`config.mk`:
```
export PLATFORM = sky130hd
export DESIGN_NAME = fwd_unit_b
export DESIGN_NICKNAME = d
export VERILOG_FILES = /design/src/rtl/fwd_unit_b.sv
export SDC_FILE = /design/constraint.sdc
export NUM_CORES = 1
export LEC_CHECK = 0
export ABC_CLOCK_PERIOD_IN_PS = 2000
export CAP_MARGIN = 20
export CORE_MARGIN = 3
export CORE_UTILIZATION = 41
export CTS_CLUSTER_DIAMETER = 50
export DETAILED_ROUTE_END_ITERATION = 16
export PLACE_DENSITY = 0.83
export SYNTH_ARGS = -nofsm -noshare
export SYNTH_HDL_FRONTEND = slang
export SYNTH_SLANG_ARGS = --single-unit
```
`constraint.sdc`:
```
create_clock -name clk -period 2 [get_ports clk]
set_input_delay 0.5 -clock clk [delete_from_list [all_inputs] [get_ports clk]]
set_output_delay 0.5 -clock clk [all_outputs]
set_load 0.005 [all_outputs]
```
`src/rtl/fwd_unit_b.sv`:
```
// Operand-B forwarding and load-use hazard unit.
// Tracks EX/MEM/WB destinations and registers the mx_b forward select.
module fwd_unit_b #(
  parameter int DATA_W = 32,
  parameter int REG_AW = 5
) (
  input  logic              clk,
  input  logic              reset_n,
  input  logic              hold,
  input  logic              id_valid,
  input  logic [REG_AW-1:0] id_rb_addr,
  input  logic              id_use_rb,
  input  logic              id_wr_en,
  input  logic [REG_AW-1:0] id_rd_addr,
  input  logic              id_is_load,
  input  logic [DATA_W-1:0] mem_result,
  input  logic [DATA_W-1:0] wb_result,
  output logic              stall,
  output logic              forward,
  output logic [DATA_W-1:0] out_mxrb
);

  typedef struct packed {
    logic              vld;
    logic              wr;
    logic [REG_AW-1:0] rd;
    logic              ld;
  } slot_t;

  typedef enum logic [1:0] {
    SEL_NONE,
    SEL_MEM,
    SEL_WB,
    SEL_RET
  } sel_e;

  slot_t             ex_q;
  slot_t             mem_q;
  slot_t             wb_q;
  slot_t             ex_d;
  sel_e              sel_q;
  sel_e              sel_d;
  logic [DATA_W-1:0] ret_q;
  logic              cap_ret;
  logic              rb_live;
  logic              m_ex;
  logic              m_mem;
  logic              m_wb;

  // r0 never forwards; only real readers of rb can match
  assign rb_live = id_valid & id_use_rb
                 & (id_rb_addr != '0);
  assign m_ex  = rb_live & ex_q.vld & ex_q.wr
               & (ex_q.rd == id_rb_addr);
  assign m_mem = rb_live & mem_q.vld & mem_q.wr
               & (mem_q.rd == id_rb_addr);
  assign m_wb  = rb_live & wb_q.vld & wb_q.wr
               & (wb_q.rd == id_rb_addr);

  // a load in EX cannot feed the next EX; freeze wins
  assign stall = m_ex & ex_q.ld & ~hold;

  // next EX slot and youngest-first forward select
  always_comb begin
    sel_d   = SEL_NONE;
    cap_ret = 1'b0;
    ex_d.vld = id_valid & ~stall;
    ex_d.wr  = id_wr_en;
    ex_d.rd  = id_rd_addr;
    ex_d.ld  = id_is_load;
    if (stall) begin
      sel_d = SEL_NONE;
    end else if (m_ex & ~ex_q.ld) begin
      sel_d = SEL_MEM;
    end else if (m_mem) begin
      sel_d = SEL_WB;
    end else if (m_wb) begin
      sel_d   = SEL_RET;
      cap_ret = 1'b1;
    end
  end

  // slot pipeline, select and retired-data capture
  always_ff @(posedge clk or negedge reset_n) begin
    if (!reset_n) begin
      ex_q  <= '0;
      mem_q <= '0;
      wb_q  <= '0;
      sel_q <= SEL_NONE;
      ret_q <= '0;
    end else if (!hold) begin
      wb_q  <= mem_q;
      mem_q <= ex_q;
      ex_q  <= ex_d;
      sel_q <= sel_d;
      if (cap_ret) ret_q <= wb_result;
    end
  end

  // operand mux feeding mx_b
  always_comb begin
    forward  = 1'b0;
    out_mxrb = '0;
    unique case (sel_q)
      SEL_MEM: begin
        forward  = 1'b1;
        out_mxrb = mem_result;
      end
      SEL_WB: begin
        forward  = 1'b1;
        out_mxrb = wb_result;
      end
      SEL_RET: begin
        forward  = 1'b1;
        out_mxrb = ret_q;
      end
      default: begin
        forward  = 1'b0;
        out_mxrb = '0;
      end
    endcase
  end

endmodule
```
# [Word-level counts from Yosys, hierarchy flattened]
# Cells that the tools add are included.
[op_classes] addsub=0 multipliers=0 div_mod_pow=0 order_cmp=0 eq_ne=6 shift=0 n_mux=10 bitwise_logic=18 reduce_logical=3
[op_table] op="case mux 32 bit (3 select lines)" n=1
[op_table] op="AND 1 bit" n=15
[op_table] op="equality test 5 bit" n=3
[op_table] op="2-to-1 mux 2 bit" n=4
[op_table] op="2-to-1 mux 1 bit" n=5
[op_table] op="nonzero test 5 bit" n=1
[op_table] op="equality test 2 bit (second input constant)" n=2
[op_table] op="inverter 1 bit" n=3
[op_table] op="OR reduction 3 bit" n=1
[op_table] op="equality test 2 x 1 -> 1 bit (second input constant)" n=1
[op_table] op="AND reduction 2 bit" n=1
[word_totals] ff_bits=56 latchBits=0 ram_bits=0 romBits=0 input_bits=81 word_cells=49 n_memories=0

# [Depth between registers and ports, before layout]
# Gate-level depths: netlist (run 1).
[logic_depth] word_depth=10 ltp_mapped=6 depth_no_buf=5

# [Worst setup path before layout (run 1)]
# Ideal clock, no wire load.
[synth_timing] kind="input to register" startpoint="in id_rb_addr[0]" endpoint="reg ret_q[0]" arrival_ns=1.852 path_slack_ns=0.023 stages=6 n_path_buf=1 path_cell_list="or4_1 -> o21ai_2 -> nor3b_2 -> nand4_4 -> buf_12 -> mux2_4"
[synth_between] elab_chain_len=10 elab_cells_between_ends=22 classes_between="eq/ne (3); mux (4); bitwise (13); reduce/logical (2)"
[synth_lines] element="start: declaration" line_no="11" rtl="input logic [REG_AW-1:0] id_rb_addr,"
[synth_lines] element="nonzero test 5 bit" line_no="52" rtl="& (id_rb_addr != '0);"
[synth_lines] element="AND 1 bit" line_no="52"
[synth_lines] element="AND 1 bit (2 in series)" line_no="57" rtl="assign m_wb = rb_live & wb_q.vld & wb_q.wr"
[synth_lines] element="AND 1 bit" line_no="58" rtl="& (wb_q.rd == id_rb_addr);"
[synth_lines] element="2-to-1 mux 1 bit" line_no="77" rtl="end else if (m_wb) begin"
[synth_lines] element="2-to-1 mux 1 bit" line_no="75" rtl="end else if (m_mem) begin"
[synth_lines] element="2-to-1 mux 1 bit" line_no="73" rtl="end else if (m_ex & ~ex_q.ld) begin"
[synth_lines] element="2-to-1 mux 1 bit (*)" line_no="71" rtl="if (stall) begin"
[synth_lines] element="AND reduction 2 bit (no line) (*)"
[synth_lines] element="end signal: assignment" line_no="96" rtl="if (cap_ret) ret_q <= wb_result;"
[synth_lines] element="end: declaration" line_no="43" rtl="logic [DATA_W-1:0] ret_q;"
# Every way passes the cells marked *; elsewhere a longest branch is shown, timed or not.
# A chain may end at the register's enable or synchronous reset.

# [Worst setup path in the final report (run 1)]
[layout_timing] startpoint="reg sel_q[1]" endpoint="out out_mxrb[11]"
[layout_between] elab_chain_len=2 elab_cells_between_ends=4 classes_between="eq/ne (3); mux (1)"
[layout_lines] element="start: declaration" line_no="41" rtl="sel_e sel_q;"
[layout_lines] element="start signal: assignment" line_no="95" rtl="sel_q <= sel_d;"
[layout_lines] element="equality test 2 bit or equality test 2 x 1 -> 1 bit (tied branches)" line_no="104" rtl="unique case (sel_q)"
[layout_lines] element="case mux 32 bit (3 select lines) (*)" line_no="104"
[layout_lines] element="end: declaration" line_no="20" rtl="output logic [DATA_W-1:0] out_mxrb"
# Marked as above.

==> results of run 1 <==
## timing repair
action,4_1_cts,5_1_grt
setup buffers,14,2
setup endpoints to repair,67,67
cloned,9,1
pin swaps,26,13
gates resized for setup,199,13
hold buffers,0,0
## stage by stage
step           worst slack [ns]  TNS, ns  hold WS (ns)
2_1_floorplan            0.0225        0         0.204
3_3_place_gp             -0.948   -30.26         0.483
3_5_place_dp              -1.02   -31.42         0.491
4_1_cts                  -0.259    -6.24         0.195
5_1_grt                  -0.284    -9.11         0.201
6_report                 -0.231    -4.92         0.178
## power groups by stage
stage / Combinational, mW / Sequential (mW) / Clock (mW)
2_1_floorplan: 0.231 / 1.30 / 0
3_3_place_gp: 0.502 / 1.32 / 0
3_5_place_dp: 0.517 / 1.33 / 0
4_1_cts: 0.553 / 1.31 / 0.693
5_1_grt: 0.599 / 1.32 / 0.748
6_report: 0.557 / 1.31 / 0.667
## cells in the final DEF, fill, tap and decap left out, types with 2 or more instances in the layout
master                            synthesis  final
sky130_fd_sc_hd__dlygate4sd2_1            0      2
sky130_fd_sc_hd__buf_16                   0      4
sky130_fd_sc_hd__buf_4                    0     26
sky130_fd_sc_hd__buf_12                   3     15
sky130_fd_sc_hd__a22o_1                  32     32
sky130_fd_sc_hd__o21ai_0                  2      2
sky130_fd_sc_hd__mux2_2                  56     48
sky130_fd_sc_hd__nor4_2                   0      2
sky130_fd_sc_hd__dfrtp_1                 56     55
sky130_fd_sc_hd__clkdlybuf4s50_1          0     72
sky130_fd_sc_hd__buf_2                    1     36
sky130_fd_sc_hd__xor2_1                   8      8
sky130_fd_sc_hd__mux2_4                  29     37
sky130_fd_sc_hd__buf_6                    0      8
sky130_fd_sc_hd__nand2_1                  2      2
sky130_fd_sc_hd__xnor2_1                  7      7
sky130_fd_sc_hd__nand4_1                  2      2
sky130_fd_sc_hd__clkbuf_8                 0      7
sky130_fd_sc_hd__clkbuf_2                 0      2
sky130_fd_sc_hd__buf_8                    0      5
## state kept, by name (all words and copies together), names as in the netlist
signal,flops
mem_q,7
ret_q,32
sel_q,2
ex_q,8
wb_q,7
## critical path, cell delays in order, from the launching register on
cell	delay (ns)
sky130_fd_sc_hd__dfrtp_2	0.45
sky130_fd_sc_hd__buf_12	0.14
sky130_fd_sc_hd__buf_8	0.12
sky130_fd_sc_hd__buf_6	0.12
sky130_fd_sc_hd__mux2_4	0.28
sky130_fd_sc_hd__a22o_1	0.19
sky130_fd_sc_hd__buf_2	0.13
## cell families (layout without fill, tap and decap cells)
family	Yosys count	count (layout)	share of synthesized area
DFF	56	56	0.443
buffers and inverters	19	180	0.0383
and+or+nand+nor	16	16	0.0383
xor gates and xnor gates	15	15	0.0415
muxes	85	85	0.337
AOI/OAI and AO/OA	38	38	0.103
## worst paths after layout
kind	slack [ns]	end	startpoint	cells after the start
setup / recovery	-0.23	out_mxrb[11]	sel_q[1]	6
hold / removal	0.18	ret_q[8]	reset_n	2
setup reg to reg	0	ret_q[1]	ex_q[5]	8
hold reg to reg	0.52	ret_q[12]	ret_q[12]	1
max in group asynchronous	1.53	sel_q[1]	reset_n	2
min in group clk	0.52	ret_q[12]	ret_q[12]	1
## final cells by class
type                            instances  area share
Multi-Input combinational cell        154       0.337
Sequential cell                        56       0.275
Clock buffer                            7      0.0189
Tap cell                               99      0.0243
Inverter                                1    0.000736
Timing Repair Buffer                  172       0.344
## per-layer routing
layer	wire (um)	part of all wire
met5	0	0
met4	93	0.010
met3	465	0.052
met2	4540	0.50
met1	3900	0.43
==> metrics.sh, run 1 <==
RUN_STATUS='complete, but fails checks'
VIOLATED_CHECKS='setup timing'
GRT_SETUP_UNREPAIRED='yes'
PLACED_INSTANCES=462
POWER.SHARE.COMBINATIONAL=0.220
YS_SEQ_AREA_FRAC=0.443
POST-SYNTH-TOP-AREA-CELL='sky130_fd_sc_hd__dfrtp_1'
YOSYSTOPAREACELLSHARE=0.443
TIMING.FINAL.HOLD_VIOLATIONS=0
LAYOUT_WORST_PATH_CYCLE_SHARE=1.12
IR_DROP_uV=326
FLOORPLAN.ROWS=31
REPORT.FINAL.SLEW_VIOL_COUNT=0
POSTROUTEWIRELENGTH_UM=9000
AREAGROWTHSYNTHTOFINISH_PCT=61.1
GR-USAGE-MET3=0.0393
SYNTH.LIB_CELLS_USED.DISTINCT=29
POST_SYNTH_MOST_FREQUENT_CELLS='56 x sky130_fd_sc_hd__dfrtp_1, 56 x sky130_fd_sc_hd__mux2_2, 32 x sky130_fd_sc_hd__a22o_1, 29 x sky130_fd_sc_hd__mux2_4, 11 x sky130_fd_sc_hd__clkbuf_1'
FIN_UTIL=0.692
GLOBALROUTEMET1UTIL=0.262
GRT_USAGE=0.203
WORST_SKEW_PAIR.LATE_LATENCY_NS=0.30
TIMING.CRITICAL_PATH.ARRIVAL_NS=1.73
GP_CONGESTION=0.757
HIGHEST_CLOCK_RATE_GHz=0.448
DRT_ITER0_MARKERS=59
MEAN_NUMBER_OF_VIAS_PER_CELL=5.17
POSTPLACECELLAREA_SQ_MM=0.00468
POSTSYNTH.TOPFLOPCELL='sky130_fd_sc_hd__dfrtp_1'
SYNTH_EDF_COUNT=0
HTREE_LEVELS=2
POST_ROUTE_CELLS_DRIVE_ABOVE_1_SHARE=0.518
CTS_ROOT_BUF='sky130_fd_sc_hd__clkbuf_8'
YOSYS_REGISTER_BITS=56
WORSTSETUPSTARTPOINTTYPE='register'
MAX-CAP-VIOLATIONS=0
BOUNDARYPINS=115
P_LEAK_nW=2.43
GRT_MOST_USED_LAYER='met2'
DIE_X_UM=93.9
FINISH.CELL_COUNT_WITHOUT_FILLERS=489
FINAL_ANTENNA_NET_COUNT=0
FP.DIEAREA_SQ_MM=0.00881
TRITONCTS_CLOCK_TREE='done'
COREAREA_SQ_MM=0.00737
YS_ASYNC_SR_FRACTION=1.00
GLOBAL_ROUTE.OVERFLOW_TOTAL=0
POWER.SEQUENTIAL.FRACTION=0.516
FIRST_GLOBAL_VIAS=2752
FINAL_NUMBER_OF_SETUP_VIOLATING_ENDPOINTS=49
P_INT_mW=1.92
TIMING.FINAL.WS_SETUP_NS=-0.231
DESIGN_POWER_TOTAL_mW=2.53
PWR_DENSITY_CELL_mW_PER_MM2=496
ANTENNA_CELLS=0
MULTI_INPUT_AREA_SQ_MM=0.00172
SYNTHESIS.NETS=310
MET2_TRACK_DEMAND_OVER_RESOURCE=0.351
CRIT_END_CATEGORY='output port'
GRT_ANTENNA_BEFORE_REPAIR=0
TRITONCTS.NUM_BUFFERS=5
NETLIST_INSTANCES=229
START_UTIL=0.430
POST-ROUTE-CELL-AREA_SQ_MM=0.00510
SWITCHING_SHARE=0.240
NETSWITCHINGPOWER_mW=0.607
DETAILROUTE.VIA_COUNT=2530
CLOCK_PATH_BUFFERS=2
FINAL-SEQ-AREA_SQ_MM=0.00140
DRC_ERRORS=0
WIRE_LENGTH_OF_THE_FIRST_GLOBAL_ROUTING_PASS_UM=14000
FIN_SKEW_NS=0.00667
PLACE_HPWL_UM=5640
DRTPASS1ITERATIONS=4
HOLD_PATH.CLASS='input port to asynchronous set/reset pin'
WORST_SLEW_MARGIN_REL=0.705
CRITICAL_PATH.MAX_FANOUT=3
WORST_SETUP_HOLD_PATH_CLK_SLEW_NS=0.10
POSTSYNTHAREAPERCELL_SQ_UM=13.8
TIMING.SETUP.CRITICAL_PATH_CLASS='register to output port'
CTS.SINK_COUNT=56
YOSYS_WARNINGS=0
LAYOUT.FILLER_CELLS=543
MAX_SLEW.WORST_PIN.SLEW_NS=0.436
ROUTEDWLPERCELL_UM=18.4
MAXIMUM_NUMBER_OF_PINS_ON_ONE_NET_BEFORE_GLOBAL_ROUTE_REPAIR=57
MIN_PERIOD_NS=2.23
WORST_EP_REQUIRED_TIME_NS=1.50
SYNTH_AREA_SQ_MM=0.00317
DIEHEIGHT_UM=93.9
FINISH.NET_COUNT=471
SYNTHTOPCELLSBYAREA='sky130_fd_sc_hd__dfrtp_1 44%, sky130_fd_sc_hd__mux2_2 20%, sky130_fd_sc_hd__mux2_4 14%, sky130_fd_sc_hd__a22o_1 8.9%, sky130_fd_sc_hd__xor2_1 2.2%'
PWR-SHARE-CLK=0.263
PORT-BUFFER-COUNT=114
Power figures use the tool's default switching activity.
==> inputs of run 2 (changes only) <==
--- a/config.mk
+++ b/config.mk
@@ -7,7 +7,7 @@
 export LEC_CHECK = 0
 export ABC_CLOCK_PERIOD_IN_PS = 2000
 export CAP_MARGIN = 20
-export CORE_MARGIN = 3
+export CORE_MARGIN = 1
 export CORE_UTILIZATION = 41
 export CTS_CLUSTER_DIAMETER = 50
 export DETAILED_ROUTE_END_ITERATION = 16
==> metrics.sh, run 2 (synthesis gave the netlist of run 1 again) <==
RUN_STATUS='complete, but fails checks'
VIOLATED_CHECKS='setup timing'
MAX-CAP-VIOLATIONS=0  # unchanged
WORST_SKEW_PAIR.LATE_LATENCY_NS=0.31  # about the same
TIMING.CRITICAL_PATH.MODE_CELL='sky130_fd_sc_hd__buf_2'
DRC_ERRORS=0  # unchanged
HIGHEST_CLOCK_RATE_GHz=0.434  # -3.2%
PORT-BUFFER-COUNT=114  # unchanged
START_UTIL=0.430  # unchanged
DRTPASS1ITERATIONS=4  # unchanged
TRITONCTS_CLOCK_TREE='done'
FINISH.CELL_COUNT_WITHOUT_FILLERS=509  # +4.1%
MEAN_NUMBER_OF_VIAS_PER_CELL=5.18  # about the same
DIEHEIGHT_UM=89.9  # -4.3%
FINISH.NET_COUNT=490  # +4.0%
FIRST_GLOBAL_VIAS=2649  # -3.7%
FINAL_NUMBER_OF_SETUP_VIOLATING_ENDPOINTS=59  # +20%
AREAGROWTHSYNTHTOFINISH_PCT=65.8
FINAL_ANTENNA_NET_COUNT=0  # unchanged
MOSTFREQUENTLAYOUTCELLS='73 x sky130_fd_sc_hd__clkdlybuf4s50_1, 55 x sky130_fd_sc_hd__dfrtp_1, 43 x sky130_fd_sc_hd__mux2_4, 43 x sky130_fd_sc_hd__buf_4, 42 x sky130_fd_sc_hd__mux2_2'
PWR_DENSITY_CELL_mW_PER_MM2=512  # +3.2%
PLACED_INSTANCES=469  # +1.5%
ROUTEDWLPERCELL_UM=18.0  # -2.2%
TIMING.SETUP.CRITICAL_PATH_CLASS='input port to output port'
CRIT_SLOWEST_CELL='sky130_fd_sc_hd__nor4_2'
MIN_PERIOD_NS=2.30  # +0.0733 ns
CPPEAKSTAGEDELAY_NS=0.33  # -0.12 ns
WORSTSETUPSTARTPOINTTYPE='input port'
RR_WORST_DEPTH=8  # unchanged
WIRE_LENGTH_OF_THE_FIRST_GLOBAL_ROUTING_PASS_UM=13500  # -4.1%
REG2REG_FROM='ex_q[4]'
LARGEST_REGISTER='ret_q'
LAYOUT_WORST_PATH_CYCLE_SHARE=1.15  # +0.0366
PATH_DELAY_FAMILY='simple AND/OR/NAND/NOR gates'
P_LEAK_nW=2.56  # +5.2%
WORST_EP_REQUIRED_TIME_NS=1.50  # about the same
CLOCK_PATH_BUFFERS=2  # unchanged
GRT_ANTENNA_BEFORE_REPAIR=0  # unchanged
FP.DIEAREA_SQ_MM=0.00808  # -8.3%
CRITICAL_PATH.MAX_FANOUT=3  # unchanged
CTS.SINK_COUNT=56  # unchanged
TRITONCTS.NUM_BUFFERS=5  # unchanged
POSTPLACECELLAREA_SQ_MM=0.00472  # +0.85%
TIMING.FINAL.WS_SETUP_NS=-0.304  # -0.0733 ns
DESIGN_POWER_TOTAL_mW=2.69  # +6.2%
POST-ROUTE-CELL-AREA_SQ_MM=0.00525  # +2.9%
COREAREA_SQ_MM=0.00737  # unchanged
FLIP_FLOP_COUNT_OF_THE_LARGEST_REGISTER_AFTER_LAYOUT=32  # unchanged
HOLD_PATH.CLASS='input port to asynchronous set/reset pin'
CRIT_END_CATEGORY='output port'
DIE_X_UM=89.9  # -4.3%
PLACE_HPWL_UM=5510  # -2.2%
WORST_R2R_ENDPOINT='ret_q[31]'
FIN_SKEW_NS=0.0108  # +0.00411 ns
REPORT.FINAL.SLEW_VIOL_COUNT=0  # unchanged
WORST_SETUP_HOLD_PATH_CLK_SLEW_NS=0.10  # about the same
POST_ROUTE_CELLS_DRIVE_ABOVE_1_SHARE=0.517  # -0.000876
HTREE_LEVELS=2  # unchanged
CTS_HOLD_BUFFERS=0  # unchanged
FINAL.HOLD.WORST_SLACK_NS=0.173  # -0.00534 ns
DETAILROUTE.VIA_COUNT=2636  # +4.2%
GRT_USAGE=0.208  # +0.00557
R2R_SETUP_SLACK_NS=-0.01  # about the same
ANTENNA_CELLS=0  # unchanged
WORST_SLEW_MARGIN_REL=0.801  # +0.0959
GLOBAL_ROUTE.OVERFLOW_TOTAL=0  # unchanged
MAX_SLEW.WORST_PIN.SLEW_NS=0.298  # -0.138 ns
CRITICAL_PATH.CELL_CHAIN='buf_2, buf_4, xor2_1, nor4_2, nand4_2, buf_6, nor3_4, buf_2'
FLOORPLAN.ROWS=31  # unchanged
TIMING.CRITICAL_PATH.ARRIVAL_NS=1.80  # +0.07 ns
POSTROUTEWIRELENGTH_UM=9160  # +1.8%
CTS_ROOT_BUF='sky130_fd_sc_hd__clkbuf_8'
GP_CONGESTION=0.785  # +3.6%
GRT_SETUP_UNREPAIRED='yes'
DRT_ITER0_MARKERS=93  # +58%
WORST-PATH-BUF-INV=4  # unchanged
BIGGESTREGSBYFLOPS='ret_q x32, ex_q x8'
BOUNDARYPINS=115  # unchanged
FINAL_COMMON_CELL='sky130_fd_sc_hd__clkdlybuf4s50_1'
MAXIMUM_NUMBER_OF_PINS_ON_ONE_NET_BEFORE_GLOBAL_ROUTE_REPAIR=57  # unchanged
IR_DROP_uV=371  # +14%
TIMING.FINAL.HOLD_VIOLATIONS=0  # unchanged
==> run 2: how the worst max path moves through the flow <==
| stage | startpoint | endpoint | slack (ns) | cells after the start |
|---|---|---|---|---|
| final | id_rb_addr[3] | stall | -0.30 | 8 |
| after global routing | ex_q[4] | stall | -0.37 | 6 |
| after CTS | sel_q[1] | out_mxrb[19] | -0.40 | 4 |
| after detailed placement | id_rb_addr[3] | stall | -1.01 | 7 |
| after global placement | id_rb_addr[3] | stall | -0.98 | 7 |
| after floorplan | id_rb_addr[0] | ret_q[0] | 0.02 | 6 |
==> run 2: repair_timing <==
item                                    in CTS  in global routing
pin swaps                                   10                  8
endpoints found under the hold margin        0                  0
gates resized for setup                     92                 64
cloned                                       4                  3
endpoints found under the setup margin      68                 66
buffers inserted                            12                 17
==> run 2: stage by stage <==
stage	setup slack, ns	util	TNS (ns)
global placement	-0.984	0.641	-31.77
global route	-0.373	0.713	-10.81
floorplan	0.0225	-	0
detailed placement	-1.01	0.641	-33.49
finish	-0.304	0.713	-6.85
CTS	-0.401	0.689	-8.78
==> run 2: where the power goes <==
| group | switching, mW | internal [mW] | total [mW] | leakage (nW) |
|---|---|---|---|---|
| Clock | 0.372 | 0.443 | 0.814 | 0.0645 |
| Combinational | 0.179 | 0.386 | 0.565 | 1.76 |
| Sequential | 0.0751 | 1.23 | 1.31 | 0.731 |
==> run 2: worst reg2reg max path, stage by stage (launching register included) <==
cell and delay, ns:
sky130_fd_sc_hd__dfrtp_1 0.42, sky130_fd_sc_hd__xor2_1 0.17, sky130_fd_sc_hd__nor4_2 0.34, sky130_fd_sc_hd__nand4_2 0.18, sky130_fd_sc_hd__buf_6 0.16, sky130_fd_sc_hd__nand4_4 0.07, sky130_fd_sc_hd__buf_12 0.15, sky130_fd_sc_hd__buf_12 0.13
sky130_fd_sc_hd__mux2_4 0.31
==> run 2: cell type report <==
type | count | area, sq um
multi-input combinational | 154 | 1740
tap | 99 | 124
timing repair buffer | 191 | 1850
sequential | 56 | 1400
clock buffer | 7 | 96.3
inverter | 1 | 3.75
clock inverter | 1 | 30.0
fill | 528 | 2120
==> run 2: layer usage <==
| layer | share of wire | routed length (um) | GRT usage |
|---|---|---|---|
| met1 | 0.41 | 3780 | 0.262 |
| met2 | 0.52 | 4740 | 0.370 |
| met3 | 0.053 | 482 | 0.0398 |
| met4 | 0.017 | 154 | 0.0484 |
| met5 | 0 | 0 | 0 |
